`src/rtl/uart_tx_sched_pkg.sv`:
```
// Shared definitions for the UART transmit scheduler.
// State encodings, clock/baud constants and a modular add helper.
package uart_tx_sched_pkg;

   localparam int CLK_HZ  = 50_000_000;
   localparam int BIT_CYC = 5208;

   typedef enum logic [1:0] {
      S_IDLE    = 2'd0,
      S_START   = 2'd1,
      S_WAIT_LO = 2'd2,
      S_GAP     = 2'd3
   } state_e;

   function automatic int wrap_add(input int a, input int b, input int n);
      int s;
      s = a + b;
      if (s >= n) s = s - n;
      return s;
   endfunction

endpackage

```
`src/rtl/uart_tx_sched_rr_arbiter.sv`:
```
// Rotating-priority pick: first eligible requester at or after ptr.
// Pure combinational; the caller owns the pointer.
module rr_arbiter
   import uart_tx_sched_pkg::*;
#(
   parameter int NREQ = 4,
   parameter int IW   = $clog2(NREQ)
) (
   input  logic [NREQ-1:0] req,
   input  logic [IW-1:0]   ptr,
   input  logic [NREQ-1:0] mask,
   output logic            hit,
   output logic [IW-1:0]   idx
);

   logic [NREQ-1:0] elig;
   int              j;

   assign elig = req & mask;

   always_comb begin
      hit = 1'b0;
      idx = '0;
      j   = 0;
      for (int k = 0; k < NREQ; k++) begin
         j = wrap_add(int'(ptr), k, NREQ);
         if (!hit && elig[j]) begin
            hit = 1'b1;
            idx = IW'(j);
         end
      end
   end

endmodule

```
`src/rtl/uart_tx_sched.sv`:
```
// Shares one 8N1 UART transmitter between NREQ byte requesters with
// per-packet round-robin locking, inter-byte gap and lock timeout.
module uart_tx_sched
   import uart_tx_sched_pkg::*;
#(
   parameter int NREQ    = 4,
   parameter int GAP_CYC = 0,
   parameter int LOCK_TO = 60000
) (
   input  logic                      CLK,
   input  logic                      RST,
   input  logic [NREQ-1:0]           REQ,
   input  logic [NREQ-1:0]           LAST,
   input  logic [8*NREQ-1:0]         DATA,
   output logic [NREQ-1:0]           ACK,
   output logic                      TX_START,
   output logic [7:0]                TX_DATA,
   input  logic                      TX_BUSY,
   output logic                      GRANT_VLD,
   output logic [$clog2(NREQ)-1:0]   GRANT_ID,
   output logic                      LOCK_DROP,
   output logic                      IDLE
);

   localparam int IW = $clog2(NREQ);

   state_e          state_q, state_d;
   logic [NREQ-1:0] ack_q, ack_d;
   logic            start_q, start_d;
   logic [7:0]      txd_q, txd_d;
   logic [IW-1:0]   gid_q, gid_d;
   logic            lock_q, lock_d;
   logic            drop_q, drop_d;
   logic [IW-1:0]   ptr_q, ptr_d;
   logic [31:0]     gap_q, gap_d;
   logic [31:0]     to_q, to_d;

   logic [NREQ-1:0] mask;
   logic            hit;
   logic [IW-1:0]   win;

   function automatic logic [IW-1:0] rr_next(input logic [IW-1:0] w);
      return (w == IW'(NREQ - 1)) ? '0 : w + 1'b1;
   endfunction

   // A locked packet leaves only its owner eligible.
   assign mask = lock_q ? (NREQ'(1) << gid_q) : '1;

   rr_arbiter #(
      .NREQ (NREQ),
      .IW   (IW)
   ) u_arb (
      .req  (REQ),
      .ptr  (ptr_q),
      .mask (mask),
      .hit  (hit),
      .idx  (win)
   );

   always_comb begin
      state_d = state_q;
      ack_d   = '0;
      start_d = start_q;
      txd_d   = txd_q;
      gid_d   = gid_q;
      lock_d  = lock_q;
      drop_d  = 1'b0;
      ptr_d   = ptr_q;
      gap_d   = gap_q;
      to_d    = to_q;
      unique case (state_q)
         S_IDLE: begin
            if (hit && !TX_BUSY) begin
               state_d = S_START;
               ack_d   = NREQ'(1) << win;
               start_d = 1'b1;
               txd_d   = DATA[8*win +: 8];
               gid_d   = win;
               lock_d  = !LAST[win];
               to_d    = '0;
               if (LAST[win]) ptr_d = rr_next(win);
            end else if (LOCK_TO > 0 && lock_q && !REQ[gid_q]) begin
               if (to_q == 32'(LOCK_TO - 1)) begin
                  lock_d = 1'b0;
                  drop_d = 1'b1;
                  ptr_d  = rr_next(gid_q);
                  to_d   = '0;
               end else begin
                  to_d = to_q + 32'd1;
               end
            end
         end
         S_START: begin
            if (TX_BUSY) begin
               start_d = 1'b0;
               state_d = S_WAIT_LO;
            end
         end
         S_WAIT_LO: begin
            if (!TX_BUSY) begin
               if (GAP_CYC > 0) begin
                  state_d = S_GAP;
                  gap_d   = '0;
               end else begin
                  state_d = S_IDLE;
               end
            end
         end
         S_GAP: begin
            if (gap_q == 32'(GAP_CYC - 1)) state_d = S_IDLE;
            else gap_d = gap_q + 32'd1;
         end
         default: state_d = S_IDLE;
      endcase
   end

   always_ff @(posedge CLK) begin
      if (RST) begin
         state_q <= S_IDLE;
         ack_q   <= '0;
         start_q <= 1'b0;
         txd_q   <= '0;
         gid_q   <= '0;
         lock_q  <= 1'b0;
         drop_q  <= 1'b0;
         ptr_q   <= '0;
         gap_q   <= '0;
         to_q    <= '0;
      end else begin
         state_q <= state_d;
         ack_q   <= ack_d;
         start_q <= start_d;
         txd_q   <= txd_d;
         gid_q   <= gid_d;
         lock_q  <= lock_d;
         drop_q  <= drop_d;
         ptr_q   <= ptr_d;
         gap_q   <= gap_d;
         to_q    <= to_d;
      end
   end

   assign ACK       = ack_q;
   assign TX_START  = start_q;
   assign TX_DATA   = txd_q;
   assign GRANT_ID  = gid_q;
   assign LOCK_DROP = drop_q;
   assign GRANT_VLD = lock_q | (state_q != S_IDLE);
   assign IDLE      = (state_q == S_IDLE) & ~lock_q & ~TX_BUSY;

endmodule

```
`config.mk`:
```
export PLATFORM = sky130hd
export DESIGN_NAME = uart_tx_sched
export DESIGN_NICKNAME = d
export VERILOG_FILES = /design/src/rtl/uart_tx_sched_pkg.sv /design/src/rtl/uart_tx_sched_rr_arbiter.sv /design/src/rtl/uart_tx_sched.sv
export SDC_FILE = /design/constraint.sdc
export NUM_CORES = 1
export LEC_CHECK = 0
export CORE_MARGIN = 5
export CORE_UTILIZATION = 32
export CTS_CLUSTER_SIZE = 28
export DETAILED_ROUTE_END_ITERATION = 8
export GPL_ROUTABILITY_DRIVEN = 0
export PLACE_DENSITY = 0.62
export REMOVE_ABC_BUFFERS = 1
export SLEW_MARGIN = 20
export SYNTH_ARGS = -nofsm -noshare
export SYNTH_HDL_FRONTEND = slang
export SYNTH_SLANG_ARGS = --single-unit
```
`constraint.sdc`:
```
create_clock -name CLK -period 2.55 [get_ports CLK]
set_clock_uncertainty 0.15 [all_clocks]
set_input_delay 0.51 -clock CLK [delete_from_list [all_inputs] [get_ports CLK]]
set_output_delay 0.51 -clock CLK [all_outputs]
set_load 0.03 [all_outputs]
```
==> flow_summary.ini <==
[outcome]
status = finished clean

[flow_run]
drv_cap = 0

[logic_synthesis]
synth_area_mm2 = 0.004439
synth_top_area_frac = 0.3833
ys_seq_area_frac = 0.3833
synth_cell_types = 62
yosys.area.top_type = dfxtp_1
synth_edf_count = 0
syn_avg_cell_area_um2 = 8.773
async_flop_share = 0
synth_area_leaders = dfxtp_1 38%, xor2_1 8.3%, nor2_1 5.9%
ys_seq_elements = 85
synth_top_flop_cell = dfxtp_1
synth.yosys.warnings = 0
netlist_instances = 506

[min_path]
min_from = TX_DATA[4]
min_to = TX_DATA[4]
holdPathStages = 2
hold_class = flop to flop

[worst_setup_path]
required_ns = 2.64
reg2reg_slack_ns = 0.06
crit_buf_inv = 2
reg2reg_depth = 12
reg2reg_to = ptr_q[1]
slowest_stage = dfxtp_4
cp_max_fo = 8
crit_arrival_ns = 2.57
crit_type = flop to flop
cpPeakStageDelay_ns = 0.38
rr_startpoint = GRANT_ID[1]
cp-end-kind = flop
cp_top_family = compound AO/OA/AOI/OAI gates
critical_path.cell_chain = inv_2, ha_4, and2b_2, a2bb2oi_2, o211ai_2, a21oi_4, buf_12, ha_1, nand2_1, nand2_1, o31a_1, o21a_1
cp-start-kind = flop
cp_common_cell = nand2_1

[floorplan]
row_count = 43
pin_count = 61
fp.dieArea_mm2 = 0.01633
initial_core_util = 0.3236
die_h_um = 127.8
core_area_mm2 = 0.01372
chipWidth_um = 127.8

[final_layout]
final_cell_mix = 82 x dfxtp_1, 69 x nor2_1, 60 x nand2_1, 55 x clkdlybuf4s50_1, 42 x xor2_1
finalInstanceArea_mm2 = 0.005919
layout-drive-gt1-share = 0.1761
fill_cells = 1352
antenna_cells = 0
multiInputGateArea_mm2 = 0.002640
final_common_cell = dfxtp_1
syn_to_final_growth_pct = 33.34
seq_area_mm2 = 0.001710
nNetsFinal = 647

[route]
drt-vias-per-instance = 4.996
drc = 0
first_pass_iters = 4
drtAntennaViolNets = 0
drt_iter0_markers = 115
post_drt_wl_per_cell_um = 13.68
wl_um = 10700
vias = 3907

[sta]
whs_ns = 0.3029
min_period_ns = 2.489
worst_slew_pin_slew_ns = 0.6907
setup_tns_ns = 0
hold_viol = 0
drv_slew = 0
setup_viol_count_final = 0
final.setup.worst_slack_ns = 0.06120
fmax_mhz = 401.8
relSlewSlack = 0.5379
fin_crit_sh = 0.9760

[grt]
antenna_found_initial = 0
grt_usage = 0.1345
grt_pass1_wl_um = 18220
grt_max_degree = 33
grt-ovfl-total = 0
grt_pass1_vias = 3862

[clocking]
cts.clk_slew.worst_paths_ns = 0.06
htree_levels = 3
cts.hold.buffers_added = 0
cts_tree = built
cts_made_buffers = 9
cts_root_buf = clkbuf_16
insertion_delay_ns = 0.34
clock_path_buffers = 2
clock-sinks = 85

[placement]
place_ws_ns = -0.3844
io_buffers = 60
hpwl_um = 7765
postPlaceCellArea_mm2 = 0.005451

[power_and_ir_drop]
p_sw_frac = 0.2696
power_frac_seq = 0.398
power_switching_mw = 0.9573
leakagePower_nw = 2.221
power_density_mw_per_mm2 = 599.8
p_clk_frac = 0.376
worst_ir_drop_vdd_mv = 0.3160
combPwrFrac = 0.226
internal_power_mw = 2.593
power groups by stage:
stage / clock (mW) / combinational (mW) / sequential [mW]
final: 1.34 / 0.801 / 1.41
after global routing: 1.43 / 0.866 / 1.42
after CTS: 1.37 / 0.755 / 1.41
after detailed placement: 0 / 0.737 / 1.44
after global placement: 0 / 0.730 / 1.44
after floorplan: 0 / 0.354 / 1.49
how the worst max path moves through the flow:
| stage | from | endpoint | slack, ns | cells past startpoint |
|---|---|---|---|---|
| global placement | REQ[0] | ptr_q[1] | -0.31 | 8 |
| finish | GRANT_ID[1] | ptr_q[1] | 0.06 | 12 |
| detailed placement | REQ[0] | ptr_q[1] | -0.38 | 8 |
| floorplan | GRANT_ID[0] | ptr_q[1] | -0.59 | 10 |
| CTS | REQ[2] | ptr_q[1] | 0.008 | 10 |
| global route | REQ[3] | to_q[30] | -0.02 | 10 |
stage by stage:
step | util | cells | power, mW
floorplan | - | 485 | 1.845
global placement | 0.3974 | 762 | 2.167
detailed placement | 0.3974 | 762 | 2.174
CTS | 0.4226 | 778 | 3.540
global route | 0.4315 | 782 | 3.713
finish | 0.4315 | 782 | 3.550
cells by family after synthesis:
family | Yosys count | share of synthesized area
compound gates | 60 | 0.1020
xor+xnor | 57 | 0.1125
fa+ha+maj | 7 | 0.01973
buf+inv | 36 | 0.04059
flops | 85 | 0.3833
mux | 9 | 0.04651
simple gates | 252 | 0.2954
worst reg2reg max path: stages (launching register included):
cell and delay [ns]:
dfxtp_4 0.38, inv_2 0.06, ha_4 0.17, and2b_2 0.25, a2bb2oi_2 0.16, o211ai_2 0.12
a21oi_4 0.24, buf_12 0.18, ha_1 0.24, nand2_1 0.06, nand2_1 0.06, o31a_1 0.23
o21a_1 0.10
registers in the layout, indices dropped and copies added (netlist names):
register and flops:
lock_q 1, state_q 2, TX_START 1, TX_DATA 8, GRANT_ID 2, to_q 32
ACK 4, LOCK_DROP 1, ptr_q 2, gap_q 32
final cells by class:
cell class                      count  share of cell area
Sequential cell                    85              0.2889
Tap cell                          180             0.03805
Clock buffer                       11             0.04270
Timing Repair Buffer              101              0.1649
Inverter                           15            0.009512
Clock inverter                      5            0.009934
Multi-Input combinational cell    385              0.4460
synth_stat cells (11+ instances only):
| master | count |
|---|---|
| inv_1 | 15 |
| nand3_1 | 23 |
| nand2_1 | 60 |
| a21oi_1 | 22 |
| dfxtp_1 | 85 |
| xor2_1 | 42 |
| nor4_1 | 12 |
| nand4_1 | 19 |
| nor2_1 | 70 |
| xnor2_1 | 15 |
| and3_1 | 13 |
| nor3_1 | 11 |
timing repair:
| action | CTS | global route |
|---|---|---|
| endpoints found under the setup margin | 11 | 47 |
| pin swaps | 1 | 12 |
| gates cloned | 0 | 1 |
| resized for setup | 9 | 25 |
| buffers inserted | 0 | 3 |
routing by layer:
metal | vias to the layer above | wire (µm) | GRT usage
met5 | - | 0 | 0
met4 | 0 | 252 | 0.05368
li1 | 1956 | - | -
met3 | 16 | 442 | 0.03375
met1 | 1857 | 4770 | 0.1660
met2 | 78 | 5233 | 0.2246
Note: power is estimated with default switching activity, not from simulation.
